--- config.mk ---
export PLATFORM = sky130hd
export DESIGN_NAME = lbm_macro_moments
export DESIGN_NICKNAME = d
export VERILOG_FILES = /design/src/rtl/lbm_pkg.sv /design/src/rtl/lbm_fxp_div.sv /design/src/rtl/lbm_macro_moments.sv
export SDC_FILE = /design/constraint.sdc
export NUM_CORES = 2
export LEC_CHECK = 0
export ABC_AREA = 1
export CORE_MARGIN = 5
export CORE_UTILIZATION = 40
export CTS_BUF_LIST = sky130_fd_sc_hd__clkbuf_16
export CTS_CLUSTER_DIAMETER = 120
export DETAILED_ROUTE_END_ITERATION = 16
export DONT_BUFFER_PORTS = 1
export MAX_ROUTING_LAYER = met4
export PLACE_DENSITY = 0.5
export SLEW_MARGIN = 20
export SYNTH_ARGS = -nofsm -noshare
export SYNTH_HDL_FRONTEND = slang
export SYNTH_SLANG_ARGS = --single-unit
--- constraint.sdc ---
create_clock -name clk -period 6.95 [get_ports clk]
set_clock_uncertainty 0.05 [all_clocks]
set_input_delay 1.7375 -clock clk [delete_from_list [all_inputs] [get_ports clk]]
set_output_delay 1.7375 -clock clk [all_outputs]
set_load 0.01 [all_outputs]
--- src/rtl/lbm_pkg.sv ---
// Shared definitions for the D2Q9 LBM pipeline stages.
package lbm_pkg;

    // Number of lattice directions in D2Q9.
    localparam int Q_DIRS = 9;

    // Width of the intermediate value handed to the saturation helper.
    localparam int SAT_W = 64;

    // D2Q9 lattice velocity components, indexed by direction 0..8.
    localparam logic signed [1:0] D2Q9_EX [Q_DIRS] = '{
        2'sb00, 2'sb01, 2'sb00, 2'sb11, 2'sb00, 2'sb01, 2'sb11, 2'sb11, 2'sb01
    };
    localparam logic signed [1:0] D2Q9_EY [Q_DIRS] = '{
        2'sb00, 2'sb00, 2'sb01, 2'sb00, 2'sb11, 2'sb01, 2'sb01, 2'sb11, 2'sb11
    };

    // Macro-moment sweep controller states.
    typedef enum logic [2:0] {
        ST_IDLE,
        ST_READ,
        ST_ACC,
        ST_DIV_START,
        ST_DIV_WAIT,
        ST_WRITE,
        ST_DONE
    } mm_state_t;

    // Clamp a wide signed value into the signed range of a w-bit word.
    // The result stays SAT_W wide; callers truncate it to w bits.
    function automatic logic signed [SAT_W-1:0] sat_s(
        input logic signed [SAT_W-1:0] x,
        input int                      w
    );
        logic signed [SAT_W-1:0] max_v;
        logic signed [SAT_W-1:0] min_v;
        max_v = (64'sd1 <<< (w - 1)) - 64'sd1;
        min_v = -max_v - 64'sd1;
        if (x > max_v) begin
            return max_v;
        end
        if (x < min_v) begin
            return min_v;
        end
        return x;
    endfunction

endpackage

--- src/rtl/lbm_fxp_div.sv ---
// Signed fixed-point divider: quot = sat((num << FRAC_BITS) / den), truncated
// toward zero. Restoring division on magnitudes with a sign fix-up, two
// quotient bits per cycle over a 2*DATA_WIDTH dividend, so the result is
// valid exactly DATA_WIDTH+1 cycles after the start cycle. A non-positive
// denominator yields a zero quotient and raises div_zero.
import lbm_pkg::*;

module lbm_fxp_div #(
    parameter int DATA_WIDTH = 32,
    parameter int FRAC_BITS  = 16
) (
    input  logic                         clk,
    input  logic                         rst_n,
    input  logic                         start,
    input  logic signed [DATA_WIDTH-1:0] num,
    input  logic signed [DATA_WIDTH-1:0] den,
    output logic                         valid,
    output logic signed [DATA_WIDTH-1:0] quot,
    output logic                         div_zero
);

    localparam int DW2   = 2 * DATA_WIDTH;
    localparam int CNT_W = $clog2(DATA_WIDTH);

    logic                         busy_reg;
    logic [CNT_W-1:0]             cnt_reg;
    logic [DATA_WIDTH-1:0]        rem_reg;
    logic [DATA_WIDTH-1:0]        rem_next;
    logic [DW2-1:0]               dvd_reg;
    logic [DW2-1:0]               dvd_next;
    logic [DATA_WIDTH-1:0]        den_mag_reg;
    logic                         neg_reg;
    logic                         dz_reg;
    logic signed [DATA_WIDTH-1:0] quot_reg;
    logic                         valid_reg;

    logic [DATA_WIDTH-1:0]        num_mag;
    logic [DATA_WIDTH-1:0]        den_mag;
    logic                         den_le0;
    logic [DATA_WIDTH:0]          trial;
    logic signed [SAT_W-1:0]      q_wide;
    logic signed [DATA_WIDTH-1:0] q_sat;

    assign num_mag = num[DATA_WIDTH-1] ? $unsigned(-num) : $unsigned(num);
    assign den_mag = den[DATA_WIDTH-1] ? $unsigned(-den) : $unsigned(den);
    assign den_le0 = den[DATA_WIDTH-1] | (den == '0);

    // Two restoring steps per cycle; quotient bits shift into the dividend LSBs.
    always_comb begin
        rem_next = rem_reg;
        dvd_next = dvd_reg;
        trial    = '0;
        for (int s = 0; s < 2; s++) begin
            trial    = {rem_next, dvd_next[DW2-1]};
            dvd_next = {dvd_next[DW2-2:0], 1'b0};
            if (trial >= {1'b0, den_mag_reg}) begin
                trial       = trial - {1'b0, den_mag_reg};
                dvd_next[0] = 1'b1;
            end
            rem_next = trial[DATA_WIDTH-1:0];
        end
        q_wide = SAT_W'($signed(dvd_next));
        if (neg_reg) begin
            q_wide = -q_wide;
        end
        q_sat = DATA_WIDTH'(sat_s(q_wide, DATA_WIDTH));
    end

    // Load operands on start, iterate while busy, publish on the last step.
    always_ff @(posedge clk or negedge rst_n) begin
        if (!rst_n) begin
            busy_reg    <= 1'b0;
            cnt_reg     <= '0;
            rem_reg     <= '0;
            dvd_reg     <= '0;
            den_mag_reg <= '0;
            neg_reg     <= 1'b0;
            dz_reg      <= 1'b0;
            quot_reg    <= '0;
            valid_reg   <= 1'b0;
        end else begin
            valid_reg <= 1'b0;
            if (start) begin
                busy_reg    <= 1'b1;
                cnt_reg     <= '0;
                rem_reg     <= '0;
                dvd_reg     <= {{DATA_WIDTH{1'b0}}, num_mag} << FRAC_BITS;
                den_mag_reg <= den_mag;
                neg_reg     <= num[DATA_WIDTH-1] ^ den[DATA_WIDTH-1];
                dz_reg      <= den_le0;
            end else if (busy_reg) begin
                rem_reg <= rem_next;
                dvd_reg <= dvd_next;
                cnt_reg <= cnt_reg + 1'b1;
                if (cnt_reg == CNT_W'(DATA_WIDTH - 1)) begin
                    busy_reg  <= 1'b0;
                    valid_reg <= 1'b1;
                    quot_reg  <= dz_reg ? '0 : q_sat;
                end
            end
        end
    end

    assign valid    = valid_reg;
    assign quot     = quot_reg;
    assign div_zero = dz_reg;

endmodule

--- src/rtl/lbm_macro_moments.sv ---
// D2Q9 macroscopic-moment stage: per node, reads nine populations, forms
// rho/jx/jy, divides momentum by density and writes rho, ux, uy.
import lbm_pkg::*;

module lbm_macro_moments #(
    parameter int GRID_DIM   = 256,
    parameter int DATA_WIDTH = 32,
    parameter int FRAC_BITS  = 16
) (
    input  logic                          clk,
    input  logic                          rst_n,
    input  logic                          start,
    output logic                          fin_rd_en,
    output logic [$clog2(GRID_DIM)-1:0]   fin_node,
    output logic [3:0]                    fin_dir,
    input  logic signed [DATA_WIDTH-1:0]  fin_rdata,
    output logic [$clog2(GRID_DIM)-1:0]   wr_addr,
    output logic                          WE_p_mem,
    output logic                          WE_ux_mem,
    output logic                          WE_uy_mem,
    output logic signed [DATA_WIDTH-1:0]  p_wdata,
    output logic signed [DATA_WIDTH-1:0]  ux_wdata,
    output logic signed [DATA_WIDTH-1:0]  uy_wdata,
    output logic                          busy,
    output logic                          done,
    output logic                          div_zero
);

    localparam int NODE_W = $clog2(GRID_DIM);
    localparam int ACC_W  = DATA_WIDTH + 4;

    mm_state_t                    state_reg;
    mm_state_t                    state_next;
    logic [NODE_W-1:0]            node_reg;
    logic [3:0]                   dir_reg;
    logic                         rd_pending_reg;
    logic [3:0]                   rd_dir_reg;
    logic signed [ACC_W-1:0]      rho_acc_reg;
    logic signed [ACC_W-1:0]      jx_acc_reg;
    logic signed [ACC_W-1:0]      jy_acc_reg;
    logic signed [ACC_W-1:0]      rho_acc_next;
    logic signed [ACC_W-1:0]      jx_acc_next;
    logic signed [ACC_W-1:0]      jy_acc_next;
    logic signed [DATA_WIDTH-1:0] rho_sat_reg;
    logic signed [DATA_WIDTH-1:0] jx_sat_reg;
    logic signed [DATA_WIDTH-1:0] jy_sat_reg;
    logic                         div_zero_reg;

    logic signed [ACC_W-1:0]      f_ext;
    logic signed [1:0]            ex;
    logic signed [1:0]            ey;

    logic                         div_start;
    logic signed [DATA_WIDTH-1:0] div_num  [2];
    logic signed [DATA_WIDTH-1:0] div_quot [2];
    logic [1:0]                   div_valid;
    logic [1:0]                   div_dz;

    // Next-state and control outputs, all decoded from the state register.
    always_comb begin
        state_next = state_reg;
        fin_rd_en  = 1'b0;
        WE_p_mem   = 1'b0;
        WE_ux_mem  = 1'b0;
        WE_uy_mem  = 1'b0;
        div_start  = 1'b0;
        busy       = 1'b1;
        done       = 1'b0;
        case (state_reg)
            ST_IDLE: begin
                busy = 1'b0;
                if (start) begin
                    state_next = ST_READ;
                end
            end
            ST_READ: begin
                fin_rd_en = 1'b1;
                if (dir_reg == 4'(Q_DIRS - 1)) begin
                    state_next = ST_ACC;
                end
            end
            ST_ACC: begin
                state_next = ST_DIV_START;
            end
            ST_DIV_START: begin
                div_start  = 1'b1;
                state_next = ST_DIV_WAIT;
            end
            ST_DIV_WAIT: begin
                if (&div_valid) begin
                    state_next = ST_WRITE;
                end
            end
            ST_WRITE: begin
                WE_p_mem  = 1'b1;
                WE_ux_mem = 1'b1;
                WE_uy_mem = 1'b1;
                if (node_reg == NODE_W'(GRID_DIM - 1)) begin
                    state_next = ST_DONE;
                end else begin
                    state_next = ST_READ;
                end
            end
            ST_DONE: begin
                done       = 1'b1;
                state_next = ST_IDLE;
            end
            default: begin
                state_next = ST_IDLE;
            end
        endcase
    end

    // Fold in the population returned for the previous cycle's read.
    always_comb begin
        f_ext        = ACC_W'(fin_rdata);
        ex           = D2Q9_EX[rd_dir_reg];
        ey           = D2Q9_EY[rd_dir_reg];
        rho_acc_next = rho_acc_reg;
        jx_acc_next  = jx_acc_reg;
        jy_acc_next  = jy_acc_reg;
        if (rd_pending_reg) begin
            rho_acc_next = rho_acc_reg + f_ext;
            case (ex)
                2'sb01:  jx_acc_next = jx_acc_reg + f_ext;
                2'sb11:  jx_acc_next = jx_acc_reg - f_ext;
                default: jx_acc_next = jx_acc_reg;
            endcase
            case (ey)
                2'sb01:  jy_acc_next = jy_acc_reg + f_ext;
                2'sb11:  jy_acc_next = jy_acc_reg - f_ext;
                default: jy_acc_next = jy_acc_reg;
            endcase
        end
    end

    // State register plus the sweep datapath (addresses, accumulators, flag).
    always_ff @(posedge clk or negedge rst_n) begin
        if (!rst_n) begin
            state_reg      <= ST_IDLE;
            node_reg       <= '0;
            dir_reg        <= '0;
            rd_pending_reg <= 1'b0;
            rd_dir_reg     <= '0;
            rho_acc_reg    <= '0;
            jx_acc_reg     <= '0;
            jy_acc_reg     <= '0;
            rho_sat_reg    <= '0;
            jx_sat_reg     <= '0;
            jy_sat_reg     <= '0;
            div_zero_reg   <= 1'b0;
        end else begin
            state_reg      <= state_next;
            rd_pending_reg <= (state_reg == ST_READ);
            rd_dir_reg     <= dir_reg;
            case (state_reg)
                ST_IDLE: begin
                    if (start) begin
                        node_reg     <= '0;
                        dir_reg      <= '0;
                        div_zero_reg <= 1'b0;
                        rho_acc_reg  <= '0;
                        jx_acc_reg   <= '0;
                        jy_acc_reg   <= '0;
                    end
                end
                ST_READ: begin
                    rho_acc_reg <= rho_acc_next;
                    jx_acc_reg  <= jx_acc_next;
                    jy_acc_reg  <= jy_acc_next;
                    if (dir_reg == 4'(Q_DIRS - 1)) begin
                        dir_reg <= '0;
                    end else begin
                        dir_reg <= dir_reg + 4'd1;
                    end
                end
                ST_ACC: begin
                    rho_acc_reg <= rho_acc_next;
                    jx_acc_reg  <= jx_acc_next;
                    jy_acc_reg  <= jy_acc_next;
                    rho_sat_reg <= DATA_WIDTH'(sat_s(SAT_W'(rho_acc_next), DATA_WIDTH));
                    jx_sat_reg  <= DATA_WIDTH'(sat_s(SAT_W'(jx_acc_next), DATA_WIDTH));
                    jy_sat_reg  <= DATA_WIDTH'(sat_s(SAT_W'(jy_acc_next), DATA_WIDTH));
                end
                ST_DIV_WAIT: begin
                    if (&div_valid) begin
                        div_zero_reg <= div_zero_reg | (|div_dz);
                    end
                end
                ST_WRITE: begin
                    if (node_reg != NODE_W'(GRID_DIM - 1)) begin
                        node_reg    <= node_reg + 1'b1;
                        dir_reg     <= '0;
                        rho_acc_reg <= '0;
                        jx_acc_reg  <= '0;
                        jy_acc_reg  <= '0;
                    end
                end
                default: begin
                end
            endcase
        end
    end

    assign div_num[0] = jx_sat_reg;
    assign div_num[1] = jy_sat_reg;

    // ux and uy dividers run in lockstep on the same density.
    generate
        for (genvar gi = 0; gi < 2; gi++) begin : g_div
            lbm_fxp_div #(
                .DATA_WIDTH (DATA_WIDTH),
                .FRAC_BITS  (FRAC_BITS)
            ) u_div (
                .clk      (clk),
                .rst_n    (rst_n),
                .start    (div_start),
                .num      (div_num[gi]),
                .den      (rho_sat_reg),
                .valid    (div_valid[gi]),
                .quot     (div_quot[gi]),
                .div_zero (div_dz[gi])
            );
        end
    endgenerate

    assign fin_node = node_reg;
    assign fin_dir  = dir_reg;
    assign wr_addr  = node_reg;
    assign p_wdata  = rho_sat_reg;
    assign ux_wdata = div_quot[0];
    assign uy_wdata = div_quot[1];
    assign div_zero = div_zero_reg;

endmodule

==> metrics.md <==
| Metric | Value |
|---|---|
| Yosys cell types | 69 |
| Drt drc | 0 |
| GRT Max-Usage Layer | met2 |
| Routed WL | 169 mm |
| Clk pin slew, worst setup/hold paths | 60 ps |
| Initial DRC count | 3058 |
| Hold Path End | g_div[1].u_div.cnt_reg[3] |
| Dominant synthesized flop cell | dfrtp_1 |
| CTS Buf Count | 73 |
| Warnings, synthesis | 0 |
| Core box area | roughly 0.11 mm^2 |
| Clock Path Buffers | 3 |
| Starting Density | 0.403 |
| Vias/cell | 5.41 |
| Status | complete, but fails checks |
| Die area | 0.117 mm^2 |
| Crit. End Element | flip-flop |
| Reg2reg end | g_div[1].u_div.quot[25] |
| Post-DP HPWL | about 130 mm |
| Post-Syn Area | 0.0439 mm^2 |
| Hold Path Class | flip-flop to flip-flop |
| Slew @ Worst Pin | 2200 ps |
| Layout cells sized above 1 | 0.132 |
| Commonest non-fill, non-tap cell in the layout | nand2_1 |
| CTS root buf | clkbuf_16 |
| Worst skew pair latency | ~650 ps |
| Final Setup Violations | 0 |
| Vias | around 45000 |
| Port Buffers | 0 |
| Post-synth EDFFs | 0 |
| CTS tree | done |
| Placed cell areas | 0.0483 mm^2 |
| Final Slew Violations | 445 |
| Number of global-route vias before repair | roughly 43000 |
| Failing checks | max-slew violations |
| DRT Pass-1 Iters | 6 |
| Slew HR | -0.464 |
| CP arrival | 7410 ps |
| First-pass GRT wire length | about 260 mm |
| Fin crit period | 6860 ps |
| Cts hold-fix bufs | 0 |
| Die width | 341 um |
| Max cap viols | 0 |
| Largest family of logic cells by synthesized area | simple AND/OR/NAND/NOR gates |
| Post-synthesis mux area share | 0 |
| Grt ovf | 0 |
| Syn Nets | 6724 |
| Synth Area in Compound Gates | 0.189 |
| RSZ-0062 raised after global routing | yes |
| Syn Inst Count | 6433 |
| FF-to-FF Start | g_div[1].u_div.den_mag_reg[1] |
| Routed length per instance | a little over 20 um |
| Hold Path Cell Cnt | 1 |
| Depth of the CTS H-tree | 3 |
| RePlAce Congestion | 0.956 |
| CP peak stage delay | 390 ps |
| Seq/Total Area, Yosys | 0.302 |
| Crit-path max FO | 5 |
| Remaining antenna violation count after routing | 0 |
| GR Util met3 | 0.0411 |
| Setup CP Type | flip-flop to flip-flop |
| Tcrit/Tclk final | 0.988 |
| Initial antenna violation count | 2 |
| FFs w/ async S/R, synth | 1.00 |
| Final WS setup | around 86 ps |
| Crit-path most repeated cell | nand2_1 |
| Final Hold Violating Endpoints | 0 |
| Flop2flop setup slack | 90 ps |
| Adder-cell share of the synthesized area | 0.0741 |
| CP required | ~7500 ps |
| Place WS | -981 ps |
| Post-Synth Simple-Gate Area | 0.271 |
| Post-Synthesis Mean Instance Area | 6.83 um^2 |
| Worst R2R Path Depth | 58 |
| M1 GR Usage | 0.398 |
| I/O pin total | 158 |
| Slowest cell on the critical path | fa_2 |
| Hold_sp | g_div[1].u_div.cnt_reg[3] |
| Hold WS | around 410 ps |
| Synth Area in XOR/XNOR | 0.0709 |
| Max reg flops | between 100 and 150 |
| Max Fclk | 0.146 GHz |
| Die height | approximately 340 um |
| Core Rows | approximately 120 |
| Synthesized flop and latch total | 530 |
| CP Launch Type | flip-flop |
| CTS Sinks | between 500 and 600 |
| Total GRT Usage | 0.291 |
| Pin count of the biggest net entering global routing | 531 |
| Met2 Track Usage GR | 0.461 |
| Fin util | 0.477 |
| Final #Nets | 7060 |
| Final Instance Area | 0.0520 mm^2 |
| Commonest non-fill, non-tap cells in the layout | nand2_1, inv_1, dfrtp_1 |
| Synth-to-layout area growth | 18.4% |
## layer usage
| metal | wire [um] | up-vias |
|---|---|---|
| met5 | 0 | - |
| met4 | 3890 | 0 |
| met3 | 7850 | 179 |
| met2 | 77400 | 960 |
| met1 | 80100 | 21300 |
| li1 | - | 22100 |
## cells in the mapped netlist, types with 103 or more instances
cell / n / area share
xor2_1: 233 / 0.046
nor3_1: 113 / 0.013
ha_1: 249 / 0.071
xnor2_1: 119 / 0.024
nand3_1: 264 / 0.030
o21ai_0: 520 / 0.059
clkbuf_1: 159 / 0.014
a21oi_1: 363 / 0.041
inv_1: 801 / 0.068
nand2_1: 1677 / 0.14
o22ai_1: 103 / 0.015
dfrtp_1: 530 / 0.30
nor2_1: 552 / 0.047
## kinds of logic (layout without fill, tap and decap cells)
group | count (synthesis) | count (layout)
fa+ha+maj | 256 | 256
compound gates | 1394 | 1394
flops | 530 | 530
simple gates | 2851 | 2851
xor+xnor | 354 | 354
other cells | 0 | 1
buf+inv | 1048 | 1440
## critical path: cells and delay by family, from the launching register on
kind / cells / cell delay (ps)
compound gates: 8 / 1050
fa+ha+maj: 3 / 740
buf+inv: 11 / 1000
flops: 1 / 380
simple gates: 36 / 3580
## final cells by class
cell class              instances  area [um^2]
diodes                          1         2.50
clock buffers                  75         1880
clock inverters                56          529
fillers                     11400        57000
inverters                     831         3120
multi-input cells            4855        27600
flip-flops and latches        530        13300
well taps                    1414         1770
repair buffers                478         3860
## per-stage QoR
step	std cells	TNS (ps)
CTS	8223	-2.66
global route	8239	-10740
floorplan	6433	0
finish	8240	0
global placement	8071	-38760
detailed placement	8071	-39800
## worst max path at each step
stage	from	endpoint	slack, ps	depth (start not counted)
after detailed placement	g_div[1].u_div.den_mag_reg[1]	g_div[1].u_div.quot[28]	-980	54
after global routing	g_div[1].u_div.den_mag_reg[1]	g_div[1].u_div.quot[1]	-400	58
after floorplan	g_div[1].u_div.den_mag_reg[0]	g_div[1].u_div.quot[10]	600	52
after CTS	g_div[1].u_div.den_mag_reg[1]	g_div[1].u_div.quot[23]	-3	55
after global placement	g_div[1].u_div.den_mag_reg[1]	g_div[1].u_div.quot[21]	-1030	54
final	g_div[1].u_div.den_mag_reg[1]	g_div[1].u_div.quot[25]	90	58
## repair_timing
item / 4_1_cts / 5_1_grt
gates cloned: 2 / 2
endpoints found under the setup margin: 53 / 124
resized for setup: 84 / 154
pin swaps: 30 / 58
buffers inserted: 19 / 16
Power is not shown: default switching activity piles up to over one toggle a cycle in this logic, so the estimate is an artifact.
